===== src/rtl/serial_rx8_pkg.sv =====
// Shared definitions for the 8-bit framed serial receiver: state encoding,
// frame geometry and the slot decoder used to steer incoming bits.
package serial_rx8_pkg;

  typedef enum logic [1:0] {
    IDLE = 2'b00,
    DATA = 2'b01,
    STOP = 2'b10
  } state_e;

  localparam int FRAME_BITS = 8;
  localparam int STOP_SLOT  = 8;

  // One-hot select of the hold bit written in a given data slot.
  function automatic logic [0:FRAME_BITS-1] slot_decode(input logic [2:0] idx);
    slot_decode      = '0;
    slot_decode[idx] = 1'b1;
  endfunction

endpackage


===== src/rtl/serial_rx8_dfrl.sv =====
// Library cell dfrl: one-bit flop with load enable and synchronous
// active-low reset.
module dfrl (
  input  logic clk,
  input  logic reset_,
  input  logic load,
  input  logic d,
  output logic q
);

  always_ff @(posedge clk) begin
    if (!reset_) begin
      q <= 1'b0;
    end else if (load) begin
      q <= d;
    end
  end

endmodule


===== src/rtl/serial_rx8.sv =====
// Receives 9-slot serial frames (8 data + stop) aligned by a sync strobe and
// publishes each good frame on dout with a one-cycle valid pulse.
module serial_rx8
  import serial_rx8_pkg::*;
#(
  parameter bit STOP_CHECK = 1'b1
) (
  input  logic       clk,
  input  logic       reset_,
  input  logic       sin,
  input  logic       sync,
  output logic [0:7] dout,
  output logic       valid,
  output logic       err,
  output logic       busy
);

  state_e                  state_q, state_d;
  logic [2:0]              cnt_q, cnt_d;
  logic                    valid_q, valid_d;
  logic                    err_q, err_d;
  logic                    busy_q, busy_d;
  logic [0:FRAME_BITS-1]   hold_ld;
  logic                    dout_ld;
  logic [0:FRAME_BITS-1]   hold;

  // A sync strobe always wins: it restarts the frame from any state.
  always_comb begin
    state_d = state_q;
    cnt_d   = cnt_q;
    valid_d = 1'b0;
    err_d   = 1'b0;
    hold_ld = '0;
    dout_ld = 1'b0;
    if (sync) begin
      state_d = DATA;
      cnt_d   = 3'd1;
      hold_ld = slot_decode(3'd0);
    end else begin
      case (state_q)
        DATA: begin
          hold_ld = slot_decode(cnt_q);
          cnt_d   = cnt_q + 3'd1;
          if (cnt_q == 3'(STOP_SLOT - 1)) state_d = STOP;
        end
        STOP: begin
          state_d = IDLE;
          cnt_d   = 3'd0;
          if (sin || (STOP_CHECK == 1'b0)) begin
            dout_ld = 1'b1;
            valid_d = 1'b1;
          end else begin
            err_d = 1'b1;
          end
        end
        default: state_d = IDLE;
      endcase
    end
    busy_d = (state_d != IDLE);
  end

  always_ff @(posedge clk) begin
    if (!reset_) begin
      state_q <= IDLE;
      cnt_q   <= 3'd0;
      valid_q <= 1'b0;
      err_q   <= 1'b0;
      busy_q  <= 1'b0;
    end else begin
      state_q <= state_d;
      cnt_q   <= cnt_d;
      valid_q <= valid_d;
      err_q   <= err_d;
      busy_q  <= busy_d;
    end
  end

  for (genvar i = 0; i < FRAME_BITS; i++) begin : g_bit
    dfrl u_hold (.clk(clk), .reset_(reset_), .load(hold_ld[i]), .d(sin),     .q(hold[i]));
    dfrl u_dout (.clk(clk), .reset_(reset_), .load(dout_ld),    .d(hold[i]), .q(dout[i]));
  end

  assign valid = valid_q;
  assign err   = err_q;
  assign busy  = busy_q;

endmodule


===== config.mk =====
export PLATFORM = sky130hd
export DESIGN_NAME = serial_rx8
export DESIGN_NICKNAME = d
export VERILOG_FILES = /design/src/rtl/serial_rx8_pkg.sv /design/src/rtl/serial_rx8_dfrl.sv /design/src/rtl/serial_rx8.sv
export SDC_FILE = /design/constraint.sdc
export NUM_CORES = 1
export LEC_CHECK = 0
export ABC_AREA = 1
export ABC_CLOCK_PERIOD_IN_PS = 1250
export BUFFER_PORTS_ARGS = -buffer_cell sky130_fd_sc_hd__buf_2
export CAP_MARGIN = 20
export CORE_UTILIZATION = 43
export CTS_CLUSTER_SIZE = 10
export DETAILED_ROUTE_END_ITERATION = 8
export SYNTH_ARGS = -nofsm -noshare
export SYNTH_HDL_FRONTEND = slang
export SYNTH_SLANG_ARGS = --single-unit

===== constraint.sdc =====
create_clock -name clk -period 1.25 [get_ports clk]
set_input_delay 0.25 -clock clk [delete_from_list [all_inputs] [get_ports clk]]
set_output_delay 0.25 -clock clk [all_outputs]
set_load 0.01 [all_outputs]

# After elaboration in Yosys (flattened, before gate mapping)
# Index checks and enable logic that the tools add are counted.
# Widths: inputs -> output; s select.
# classes
n_lt_le_gt_ge	2
add_sub_neg	1
n_mux	13
n_eq_ne	3
bitwise	3
n_shift	0
n_div	0
reduce_logical	6
mul	0
# op_table
op	count
$mux 8	2
$mux 1	6
$mux 2	3
$pmux 3 s2	1
$ge 4x4->1 const B	1
$lt 4x1->1 const B	1
$not 3->4	1
$reduce_bool 2->1	2
$add 3x1->3 const B	1
$demux 1 s3	1
$eq 3x3->1 const B	1
$reduce_bool 3->1	1
$reduce_or 3->1	1
$eq 2x1->1 const B	1
$eq 2x2->1 const B	1
$not 1->1	2
$reduce_or 2->1	1
$logic_and 1x1->1	1
# totals
elab_cells	50
latchBits	0
inputBits	4
n_memories	0
mem_bits_rw	0
mem_bits_ro	0
register_bits	24
output_inout_bits	11

# Logic depth before layout (Yosys ltp)
# Gate-level depths: netlist of run 1.
# logic_depth
ltp_word	7
mapped_depth	8
ltp_nobuf	8

# Hierarchy
# Synthesis of run 1 repeated with hierarchy kept, for this count alone.
# unflattened
cells_unflattened	159
area_unflattened_um2	1097.3
# modules_own_cells
mod	area_per_inst_um2	n_inst	cells_per_inst	seq_area_each_um2
dfrl	41.3	16	6	20.0
serial_rx8	436.7	1	63	160.2

# Worst setup path before layout of run 1
# Ideal clock, no wire load.
# synth_timing
kind	register to register
startpoint	register cnt_q[0]
endpoint	register busy_q (netlist: busy)
stages_incl_launch_ff	5
period_less_slack_ns	1.136
n_path_buf	0
t_required_ns	1.120
setup_ns	0.130
arrival_time_ns	1.006
path_slack_ns	0.114
path_cell_list	dfxtp_1 -> ha_1 -> ha_1 -> o21ai_0 -> a31oi_1
# synth_between
elab_chain_len	5
# synth_lines
item	line	source
from (decl)	serial_rx8.sv:19	logic [2:0] cnt_q, cnt_d;
from (signal assigned)	serial_rx8.sv:71	cnt_q <= cnt_d;
$eq 3x3->1	serial_rx8.sv:44	if (cnt_q == 3'(STOP_SLOT - 1)) state_d = STOP;
$mux 2	serial_rx8.sv:44	
$mux 2	serial_rx8.sv:40	case (state_q)
$mux 2	serial_rx8.sv:35	if (sync) begin
$reduce_bool 2->1	serial_rx8.sv:59	busy_d = (state_d != IDLE);
to (signal assigned)	serial_rx8.sv:74	busy_q <= busy_d;
to (decl)	serial_rx8.sv:22	logic busy_q, busy_d;
# Every way passes these cells.
# A chain may end at the register's enable or synchronous reset.

# Worst setup path in the final report of run 1
# layout_timing
startpoint	register state_q[0]
endpoint	register g_bit[7].u_dout.q
# layout_between
elab_chain_len	3
# layout_lines
item	line	source
from (decl)	serial_rx8.sv:18	state_e state_q, state_d;
from (signal assigned)	serial_rx8.sv:70	state_q <= state_d;
$eq 2x2->1	serial_rx8.sv:40	
$mux 1	--	
$mux 1	serial_rx8.sv:35	
to (signal assigned)	serial_rx8_dfrl.sv:13	q <= 1'b0;
to (signal assigned)	serial_rx8_dfrl.sv:15	q <= d;
to (decl)	serial_rx8_dfrl.sv:8	output logic q
# Every way passes these cells.

==> results of run 1 <==
## how the worst max path moves through the flow
stage | start | endpoint | slack, ns | cells after the start
2_1_floorplan | cnt_q[0] | busy | 0.11 | 4
3_3_place_gp | state_q[0] | g_bit[2].u_dout.q | -0.07 | 7
6_report | state_q[0] | g_bit[7].u_dout.q | 0.01 | 7
4_1_cts | state_q[1] | g_bit[6].u_hold.q | 0.003 | 7
3_5_place_dp | state_q[0] | g_bit[4].u_dout.q | -0.08 | 7
5_1_grt | state_q[0] | g_bit[3].u_hold.q | -0.06 | 7
## state kept, by name, summed over array words and instances, names as in the netlist
register,flops
cnt_q,3
g_bit.u_dout.q,8
err,1
busy,1
state_q,2
valid,1
g_bit.u_hold.q,8
## through the flow
stage / hold slack, ns / util / instance area [um2] / setup slack [ns]
2_1_floorplan: 0.329 / - / 1070 / 0.114
3_3_place_gp: 0.469 / 0.492 / 1120 / -0.0664
3_5_place_dp: 0.474 / 0.492 / 1120 / -0.0829
4_1_cts: 0.148 / 0.515 / 1170 / 0.00295
5_1_grt: 0.169 / 0.563 / 1280 / -0.0600
6_report: 0.187 / 0.563 / 1280 / 0.0138
## cell families (layout without fill, tap and decap cells)
family	count (synthesis)	count (layout)
adders and majority gates	4	4
buffers and inverters	27	40
and+or+nand+nor	70	70
AOI/OAI and AO/OA	19	19
DFF	24	24
## cell usage after synthesis
master	count
nor2_1	36
dfxtp_1	24
nand2_1	23
inv_1	16
o21ai_0	10
a21oi_1	8
buf_4	8
nand3_1	7
ha_1	4
nor2_4	2
a31oi_1	1
buf_2	1
buf_6	1
inv_2	1
nand3_4	1
nor3_1	1
## power breakdown
| group | internal (mW) | switching (mW) | leakage [nW] |
|---|---|---|---|
| clock network | 0.112 | 0.210 | 0.0138 |
| logic | 0.0422 | 0.0681 | 0.384 |
| registers | 0.776 | 0.00835 | 0.196 |
## layer usage
metal / vias up / GRT usage / share of wire
li1: 470 / - / -
met1: 379 / 0.246 / 0.52
met2: 15 / 0.259 / 0.44
met3: 2 / 0.0292 / 0.038
met4: 0 / 0.0856 / 0.0082
met5: - / 0 / 0
## timing repair
item	4_1_cts	5_1_grt
endpoints found under the hold margin	0	0
pin swaps	1	8
resized for setup	5	29
buffers inserted	1	2
endpoints found under the setup margin	10	18
hold buffers	0	0
## area by class of cell
| type | instances | area (um2) | area share |
|---|---|---|---|
| clock buffers | 3 | 22.5 | 0.0176 |
| inverters | 17 | 71.3 | 0.0556 |
| multi-input cells | 93 | 541 | 0.421 |
| flip-flops and latches | 24 | 485 | 0.379 |
| well taps | 28 | 35.0 | 0.0273 |
| repair buffers | 20 | 128 | 0.0995 |
==> summary.md, run 1 <==
| Metric | Value |
|---|---|
| Hold worst-path end | err |
| Crit Reg-Reg Endpoint | g_bit[7].u_dout.q |
| Synth warn | 0 |
| CTS tree | yes |
| Peak supply drop | 0.544 mV |
| Most frequent cells in the layout | 24 x nor2_1, 22 x dfxtp_1, 20 x nand2_1 |
| Kind of critical path | reg2reg |
| GPL Wtd Cong | 0.837 |
| Endpoints failing setup | 0 |
| Worst-skew pair later-pin latency | 0.30 ns |
| Dominant cell type by area after synthesis | dfxtp_1 |
| Post-synthesis simple-gate area fraction | 0.282 |
| Final total power | 1.22 mW |
| Area Overhead vs Synth | 20.0% |
| Slowest cell on the critical path | dfxtp_4 |
| Cell depth of the worst hold path | 2 |
| CP max stage delay | 0.38 ns |
| Crit path DAT | 1.44 ns |
| Xor-xnor portion of the synthesized cell area | 0 |
| Residual DRC count | 0 |
| Status | finished clean |
| Max-Cap Viols | 0 |
| Crit start category | flop |
| 1st-iter DRT viols | 7 |
| RSZ-0062 raised after global routing | true |
| IO buf count | 14 |
| Most common cell after layout, fill and taps aside | nor2_1 |
| Fmax | 809 MHz |
| Boundary Pins | 15 |
| Critical Path RT | 1.45 ns |
| Final Critical Period | 1.24 ns |
| Global route overflow | 0 |
| Syn Nets | 152 |
| Synth unique cells | 16 |
| Core area | 2280 um2 |
| First-pass GRT wire length | 3.39 mm |
| Total Routing Usage GR | 0.176 |
| H-Tree Depth | 1 |
| PD cells | 949 nW/um2 |
| Worst slew margin | 0.815 |
| Cell family with most CP delay | simple AND/OR/NAND/NOR gates |
| Worst-path maximum fanout | 8 |
| Post-detail-place hpwl | 1.47 mm |
| Via count | 866 |
| Pins Over Slew Limit | 0 |
| Static leakage | 0.593 nW |
| Worst R2R Setup Slack | 0.01 ns |
| HP Class | in2reg |
| Drt via density | 4.68 |
| Vias in the first global route | 778 |
| Floorplan row count | 17 |
| Layout Skew | 0.00637 ns |
| CP Capture Type | flop |
| Die extent in y | 51.9 um |
| Clock-pin slew on the worst setup and hold paths | 0.12 ns |
| ANT cells | 0 |
| Register-to-Register Path Depth | 7 |
| WL final | 2.08 mm |
| Fraction of layout cells with a size suffix above 1 | 0.318 |
| Clock Tree Buf Depth | 2 |
| Adder-cell share of the synthesized area | 0.0468 |
| Hold_sp | sin |
| Fill cells | 221 |
| Post-Synthesis Cell Area | 1070 um2 |
| Final worst path period share | 0.989 |
| Worst Tran Pin Value | 0.277 ns |
| Layout Cells excl Fill | 185 |
| Synth Area in Compound Gates | 0.0902 |
| Final ANT Viol Nets | 0 |
| Main combinational cell family by area after synthesis | simple AND/OR/NAND/NOR gates |
| Initial antenna violation count | 0 |
| Setup Total Neg Slack | 0 ns |
| Cell Chain, Critical Path | inv_4 -> ha_4 -> nand2_4 -> nor2_4 -> clkinv_4 -> nor2_2 -> nor2_1 |
| Hold Violations, Final | 0 |
| Mux cell area share after synthesis | 0 |
| WL per Instance | 11.2 um |
| Flops & latches, synth | 24 |
| CTS buffer count | 3 |
| Area share of the largest cell type after synthesis | 0.450 |
| Initial core utilization | 0.469 |
| Die area | 2690 um2 |
| Placed Instances | 179 |
| Post-synthesis sequential area ratio | 0.450 |
| Chip width | 51.9 um |
| Nets | 167 |
| Detailed-router iteration count before antenna repair | 4 |
| Worst reg2reg startpoint | state_q[0] |
| CTS root buffer | clkbuf_4 |
| Largest net degree at the start of global routing | 16 |
| TritonCTS Sinks | 24 |
| CP bufs+invs | 2 |
| Mapped Cells | 144 |
| Syn avg cell area | 7.42 um2 |
| Synth top area cells | dfxtp_1 45%, nor2_1 13%, nand2_1 8.1%, buf_4 5.6%, inv_1 5.6% |
No activity file was read; power rests on OpenSTA's default activity.
==> run 2: changes to the inputs <==
--- a/config.mk
+++ b/config.mk
@@ -5,7 +5,6 @@
 export SDC_FILE = /design/constraint.sdc
 export NUM_CORES = 1
 export LEC_CHECK = 0
-export ABC_AREA = 1
 export ABC_CLOCK_PERIOD_IN_PS = 1250
 export BUFFER_PORTS_ARGS = -buffer_cell sky130_fd_sc_hd__buf_2
 export CAP_MARGIN = 20
==> run 2 against run 1 <==
Effect of this change:
- the flow now finishes with violations (setup timing)
- global-route usage down 2.1 points
- fmax fell by 3.6%
- hold slack lost 0.060 ns
- clock skew fell by 0.00080 ns
- power up 20%
- combinational power rose by 5%
- worst setup slack got worse by 0.046 ns
- flip-flop and latch count unchanged
- sequential share of layout area is 1.6 points lower
- register-to-register slack worse by 0.05 ns
- synthesized cell count down 28%
- largest cell class unchanged
- design area up 6.0%
- critical path type unchanged
==> summary.md, run 2 <==
| Metric | Value |
|---|---|
| Die extent in y | 52.1 um |
| CTS root buffer | clkbuf_4 |
| Floorplan row count | 17 |
| Area share of the largest cell type after synthesis | 0.445 |
| Synth unique cells | 29 |
| Crit start category | flop |
| Worst-path maximum fanout | 2 |
| Cell Chain, Critical Path | ha_4 -> ha_4 -> and3b_1 -> o21a_1 -> or2_1 |
| Most frequent cells in the layout | 20 x dfxtp_1, 14 x mux2i_1, 14 x buf_2 |
| Post-Synthesis Cell Area | 1080 um2 |
| Mux cell area share after synthesis | 0.130 |
| CP Capture Type | flop |
| Final Critical Period | 1.28 ns |
| First-pass GRT wire length | 3.07 mm |
| Residual DRC count | 0 |
| Hold Violations, Final | 0 |
| Placed Area | 1190 um2 |
| Initial antenna violation count | 0 |
| Nets | 125 |
| HP Class | in2reg |
| Syn Nets | 111 |
| Top-count cell post-synth | dfxtp_1 |
| Peak supply drop | 0.584 mV |
| Crit path launch | cnt_q[1] |
| Mapped Cells | 103 |
| Post-synthesis simple-gate area fraction | 0.220 |
| Post-synth ARST share | 0 |
| Final worst path period share | 1.03 |
| CTS tree | yes |
| Placed Instances | 139 |
| Clock-pin slew on the worst setup and hold paths | 0.13 ns |
| Crit Reg-Reg Endpoint | busy |
| Worst Tran Pin Value | 0.324 ns |
| IO buf count | 14 |
| Chip width | 52.1 um |
| Most common cell after layout, fill and taps aside | dfxtp_1 |
| Adder-cell share of the synthesized area | 0.0463 |
| WL final | 1.85 mm |
| Post-synthesis sequential area ratio | 0.445 |
| Dominant cell type by area after synthesis | dfxtp_1 |
| Crit-path most repeated cell | ha_4 |
| Detailed-router iteration count before antenna repair | 4 |
| Post-Place Setup Slack | -0.0519 ns |
| Setup Total Neg Slack | -0.0323 ns |
| Synth warn | 0 |
| Post-synth EDFFs | 0 |
| Max-Cap Viols | 0 |
| GPL Wtd Cong | 0.691 |
| Xor-xnor portion of the synthesized cell area | 0.00811 |
| Drt via density | 5.17 |
| Fill cells | 183 |
| Core area | 2300 um2 |
| Area Overhead vs Synth | 26.0% |
| Design area | 1360 um2 |
| Critical Path RT | 1.46 ns |
| Pins Over Slew Limit | 0 |
| Final total power | 1.46 mW |
| Status | finished, violations left |
| Vias in the first global route | 693 |
| Synth Area in Compound Gates | 0.0579 |
| Worst slew margin | 0.783 |
| Total Routing Usage GR | 0.155 |
| 1st-iter DRT viols | 5 |
| H-Tree Depth | 1 |
| Static leakage | 0.606 nW |
| Flops & latches, synth | 24 |
| Initial core utilization | 0.470 |
| Global route overflow | 0 |
| Synth top area cells | dfxtp_1 44%, mux2i_1 13%, buf_4 6.3%, ha_1 4.6%, nor2b_1 4.6% |
| Post-detail-place hpwl | 1.25 mm |
| Boundary Pins | 15 |
| Top FF cell, synth | dfxtp_1 |
| TritonCTS Sinks | 24 |
| Fraction of layout cells with a size suffix above 1 | 0.397 |
| Slowest cell on the critical path | dfxtp_2 |
| Worst R2R Setup Slack | -0.03 ns |
| Worst-skew pair later-pin latency | 0.31 ns |
| Layout Skew | 0.00557 ns |
| Main combinational cell family by area after synthesis | simple AND/OR/NAND/NOR gates |
| Register-to-Register Path Depth | 5 |
| Die area | 2720 um2 |
| Final ANT Viol Nets | 0 |
| Via count | 745 |
| Synth top cells by count | 24 x dfxtp_1, 14 x mux2i_1, 9 x buf_4 |
| RSZ-0062 raised after global routing | true |
| Largest net degree at the start of global routing | 15 |
| ANT cells | 0 |
| Post-CTS Hold Buffers | 0 |
| Worst reg2reg startpoint | cnt_q[1] |
| Biggest regs | g_bit.u_dout.q (8), g_bit.u_hold.q (8), cnt_q (3) |
| Syn avg cell area | 10.5 um2 |
| Critical Path End | busy |
| Failing checks | setup timing |
| Layout Cells excl Fill | 144 |
| Fmax | 780 MHz |
| Endpoints failing setup | 1 |
| PD cells | 1070 nW/um2 |
| Kind of critical path | reg2reg |
| Post-route setup slack | -0.0323 ns |
| Crit path DAT | 1.50 ns |
| WL per Instance | 12.9 um |
| Clock Tree Buf Depth | 2 |
| CTS buffer count | 3 |
| CP max stage delay | 0.38 ns |
==> run 2: changes by cell type in the layout (fill, tap and decap cells not counted), sizes merged, moves of 10 or more <==
cell,before,now
o21ai,10,0
nand2,23,8
inv,16,2
nor2,38,6
mux2i,0,14
==> run 2: worst min path at each step <==
stage	startpoint	to	slack, ns	cells after the start
floorplan	sin	err	0.33	1
detailed placement	g_bit[5].u_hold.q	g_bit[5].u_hold.q	0.45	2
finish	sin	err	0.13	2
CTS	sin	err	0.12	2
global placement	g_bit[5].u_hold.q	g_bit[5].u_hold.q	0.45	2
global route	sin	err	0.12	2
==> run 2: critical path: cells and delay by family, from the launching register on <==
family	cells	cell delay (ns)
AO/OA/AOI/OAI	1	0.17
adder cells (fa/ha/maj)	2	0.25
flip-flops	1	0.38
AND/OR/NAND/NOR	2	0.39
==> run 2: power breakdown <==
group | switching [mW] | internal [mW] | total [mW]
Clock | 0.235 | 0.324 | 0.559
Combinational | 0.0600 | 0.0557 | 0.116
Sequential | 0.0103 | 0.773 | 0.784
==> run 2: metal layers <==
metal  vias to the layer above  global-route usage  part of all wire
li1                        376                   -                 -
met1                       353               0.199              0.49
met2                        14               0.244              0.46
met3                         2              0.0380             0.040
met4                         0              0.0631            0.0076
met5                         -                   0                 0
==> run 2: cell families (layout without fill, tap and decap cells) <==
group	after synthesis	in the layout
simple gates	37	37
flops	24	24
buf+inv	15	28
mux	14	14
compound gates	8	8
fa+ha+maj	4	4
xor+xnor	1	1
==> run 2: through the flow <==
stage,utilization,hold WS (ns)
5_1_grt,0.592,0.122
6_report,0.592,0.127
2_1_floorplan,-,0.326
4_1_cts,0.544,0.123
3_5_place_dp,0.517,0.452
3_3_place_gp,0.517,0.446
==> run 2: repair_timing <==
item | 4_1_cts | 5_1_grt
pin swaps | 0 | 7
endpoints found under the setup margin | 15 | 19
buffers inserted | 0 | 1
resized for setup | 3 | 21
==> run 2: final cells by class <==
cell class              count  area (um2)  area share
inverters                   2        12.5     0.00920
clock buffers               3        22.5      0.0166
clock inverters             1        30.0      0.0221
multi-input cells          64         621       0.456
flip-flops and latches     24         493       0.362
repair buffers             22         146       0.108
well taps                  28        35.0      0.0258
==> run 3: changes to the inputs <==
--- a/config.mk
+++ b/config.mk
@@ -14,3 +14,4 @@
 export SYNTH_ARGS = -nofsm -noshare
 export SYNTH_HDL_FRONTEND = slang
 export SYNTH_SLANG_ARGS = --single-unit
+export TNS_END_PERCENT = 5
==> run 3 against run 2 <==
Effect of this change:
- the run still ends with setup timing left
- worst setup slack got worse by 0.0017 ns
- final cell count shrank 0.69%
- non-clock buffer count fell by 1
- flip-flop and latch count unchanged
- clock skew increased by 0.0034 ns
- combinational power fell by 13%
- clock power fell by 1%
- critical path type unchanged
- critical endpoint unchanged
- highest routed layer unchanged
==> summary.md, run 3 (same netlist as run 2, synthesis figures left out) <==
| Metric | Value |
|---|---|
| CP bufs+invs | 0 |
| Worst R2R Setup Slack | -0.03 ns |
| Fraction of layout cells with a size suffix above 1 | 0.365 |
| Final worst path period share | 1.03 |
| Clk pwr share | 0.383 |
| Final Critical Period | 1.28 ns |
| Initial core utilization | 0.470 |
| HP Class | in2reg |
| Met3 Use GR | 0.0380 |
| Fmax | 779 MHz |
| Sw Share | 0.202 |
| RSZ-0062 raised after global routing | true |
| Combinational share of power | 0.070 |
| Die area | 2720 um2 |
| Clock Tree Buf Depth | 2 |
| WL final | 1.78 mm |
| CTS tree | yes |
| CTS root buffer | clkbuf_4 |
| Endpoints failing setup | 1 |
| IO buf count | 14 |
| Post-CTS Hold Buffers | 0 |
| Via count | 740 |
| Residual DRC count | 0 |
| CP Capture Type | flop |
| Crit Reg-Reg Endpoint | busy |
| Pins Over Slew Limit | 0 |
| Register-to-Register Path Depth | 5 |
| Worst path depth | 5 |
| TritonCTS Sinks | 24 |
| Post-detail-place hpwl | 1.25 mm |
| WL per Instance | 12.4 um |
| Placed Area | 1190 um2 |
| Crit path DAT | 1.49 ns |
| Failing checks | setup timing |
| Crit path launch | cnt_q[0] |
| Met2 Usage GRT | 0.237 |
| Power share of the sequential group | 0.546 |
| Setup bufs post-CTS | 0 |
| ANT cells | 0 |
| Crit start category | flop |
| Worst-path maximum fanout | 2 |
| Design area | 1290 um2 |
| Sw Pwr | 0.290 mW |
| Cell depth of the worst hold path | 2 |
| Static leakage | 0.590 nW |
| Hold_sp | sin |
| Final total power | 1.44 mW |
| Clock-pin slew on the worst setup and hold paths | 0.13 ns |
| Grt met1 use | 0.199 |
| Worst-skew pair later-pin latency | 0.31 ns |
| Critical Path RT | 1.46 ns |
| Boundary Pins | 15 |
| Post-route setup slack | -0.0341 ns |
| Vias in the first global route | 675 |
| Nets | 124 |
| Cell Chain, Critical Path | ha_4 -> ha_4 -> nor2_1 -> and4bb_2 -> or2_1 |
| Detailed-router iteration count before antenna repair | 4 |
| Area Overhead vs Synth | 19.5% |
| Kind of critical path | reg2reg |
| Crit-path most repeated cell | ha_4 |
| 1st-iter DRT viols | 12 |
| Internal power | 1.15 mW |
| Final ANT Viol Nets | 0 |
| Slowest cell on the critical path | dfxtp_4 |
| Chip width | 52.1 um |
| Max-Cap Viols | 0 |
| Floorplan row count | 17 |
| Drt via density | 5.17 |
| Total Routing Usage GR | 0.153 |
| Worst slew margin | 0.799 |
| Worst Tran Pin Value | 0.297 ns |
| Status | finished, violations left |
| Layout Cells excl Fill | 143 |
| CTS buffer count | 3 |
| Initial antenna violation count | 0 |
| Peak supply drop | 0.611 mV |
| Setup Total Neg Slack | -0.0341 ns |
| H-Tree Depth | 1 |
| Placed Instances | 139 |
| Layout Utilization | 0.562 |
| Core area | 2300 um2 |
| First-pass GRT wire length | 3.03 mm |
| Global route overflow | 0 |
| Largest net degree at the start of global routing | 15 |
| PD cells | 1110 nW/um2 |
| Hold Violations, Final | 0 |
| Cell family with most CP delay | simple AND/OR/NAND/NOR gates |
| Most common cell after layout, fill and taps aside | dfxtp_1 |
| CP max stage delay | 0.38 ns |
| GPL Wtd Cong | 0.691 |
| Die extent in y | 52.1 um |
| Most frequent cells in the layout | 20 x dfxtp_1, 14 x mux2i_1, 14 x buf_2 |
| Critical Path End | busy |
| Worst reg2reg startpoint | cnt_q[0] |
| Layout Skew | 0.00892 ns |
| Layer with the highest usage | met2 |
| Biggest regs | g_bit.u_dout.q (8), g_bit.u_hold.q (8), cnt_q (3) |
[run 3: worst reg2reg max path, delay by kind of cell (launching register included)]
kind | cells | cell delay [ns]
and+or+nand+nor | 3 | 0.51
DFF | 1 | 0.38
adders and majority gates | 2 | 0.30
[run 3: layout make-up]
cell class / count / area (um2)
Timing Repair Buffer: 21 / 135
Clock buffer: 3 / 22.5
Tap cell: 28 / 35.0
Sequential cell: 24 / 490
Inverter: 2 / 7.51
Fill cell: 197 / 1010
Multi-Input combinational cell: 64 / 569
Clock inverter: 1 / 30.0
[run 3: routing by layer]
metal  routed length (um)  share of wire
met1                  853           0.48
met2                  827           0.47
met3                   80          0.045
met4                   14         0.0079
met5                    0              0
[run 3: metrics by stage]
| stage | hold slack (ns) | setup WS [ns] |
|---|---|---|
| 2_1_floorplan | 0.326 | -0.0110 |
| 3_3_place_gp | 0.446 | -0.0183 |
| 3_5_place_dp | 0.452 | -0.0519 |
| 4_1_cts | 0.123 | -0.0413 |
| 5_1_grt | 0.127 | -0.0587 |
| 6_report | 0.135 | -0.0341 |
[run 3: timing repair]
action | 4_1_cts | 5_1_grt
pin swaps | 0 | 2
endpoints found under the setup margin | 15 | 19
gates resized for setup | 2 | 12
[run 3: worst min-delay path by stage]
stage	endpoint	slack, ns
global route	err	0.13
finish	err	0.14
CTS	err	0.12
floorplan	err	0.33
global placement	g_bit[5].u_hold.q	0.45
detailed placement	g_bit[5].u_hold.q	0.45
[run 3: power by group through the flow]
stage               Sequential, mW  Combinational, mW  Clock, mW
floorplan                    0.804             0.0564          0
global placement             0.801             0.0895          0
detailed placement           0.801             0.0916          0
CTS                          0.784             0.0926      0.574
global route                 0.786              0.114      0.598
finish                       0.785              0.101      0.551
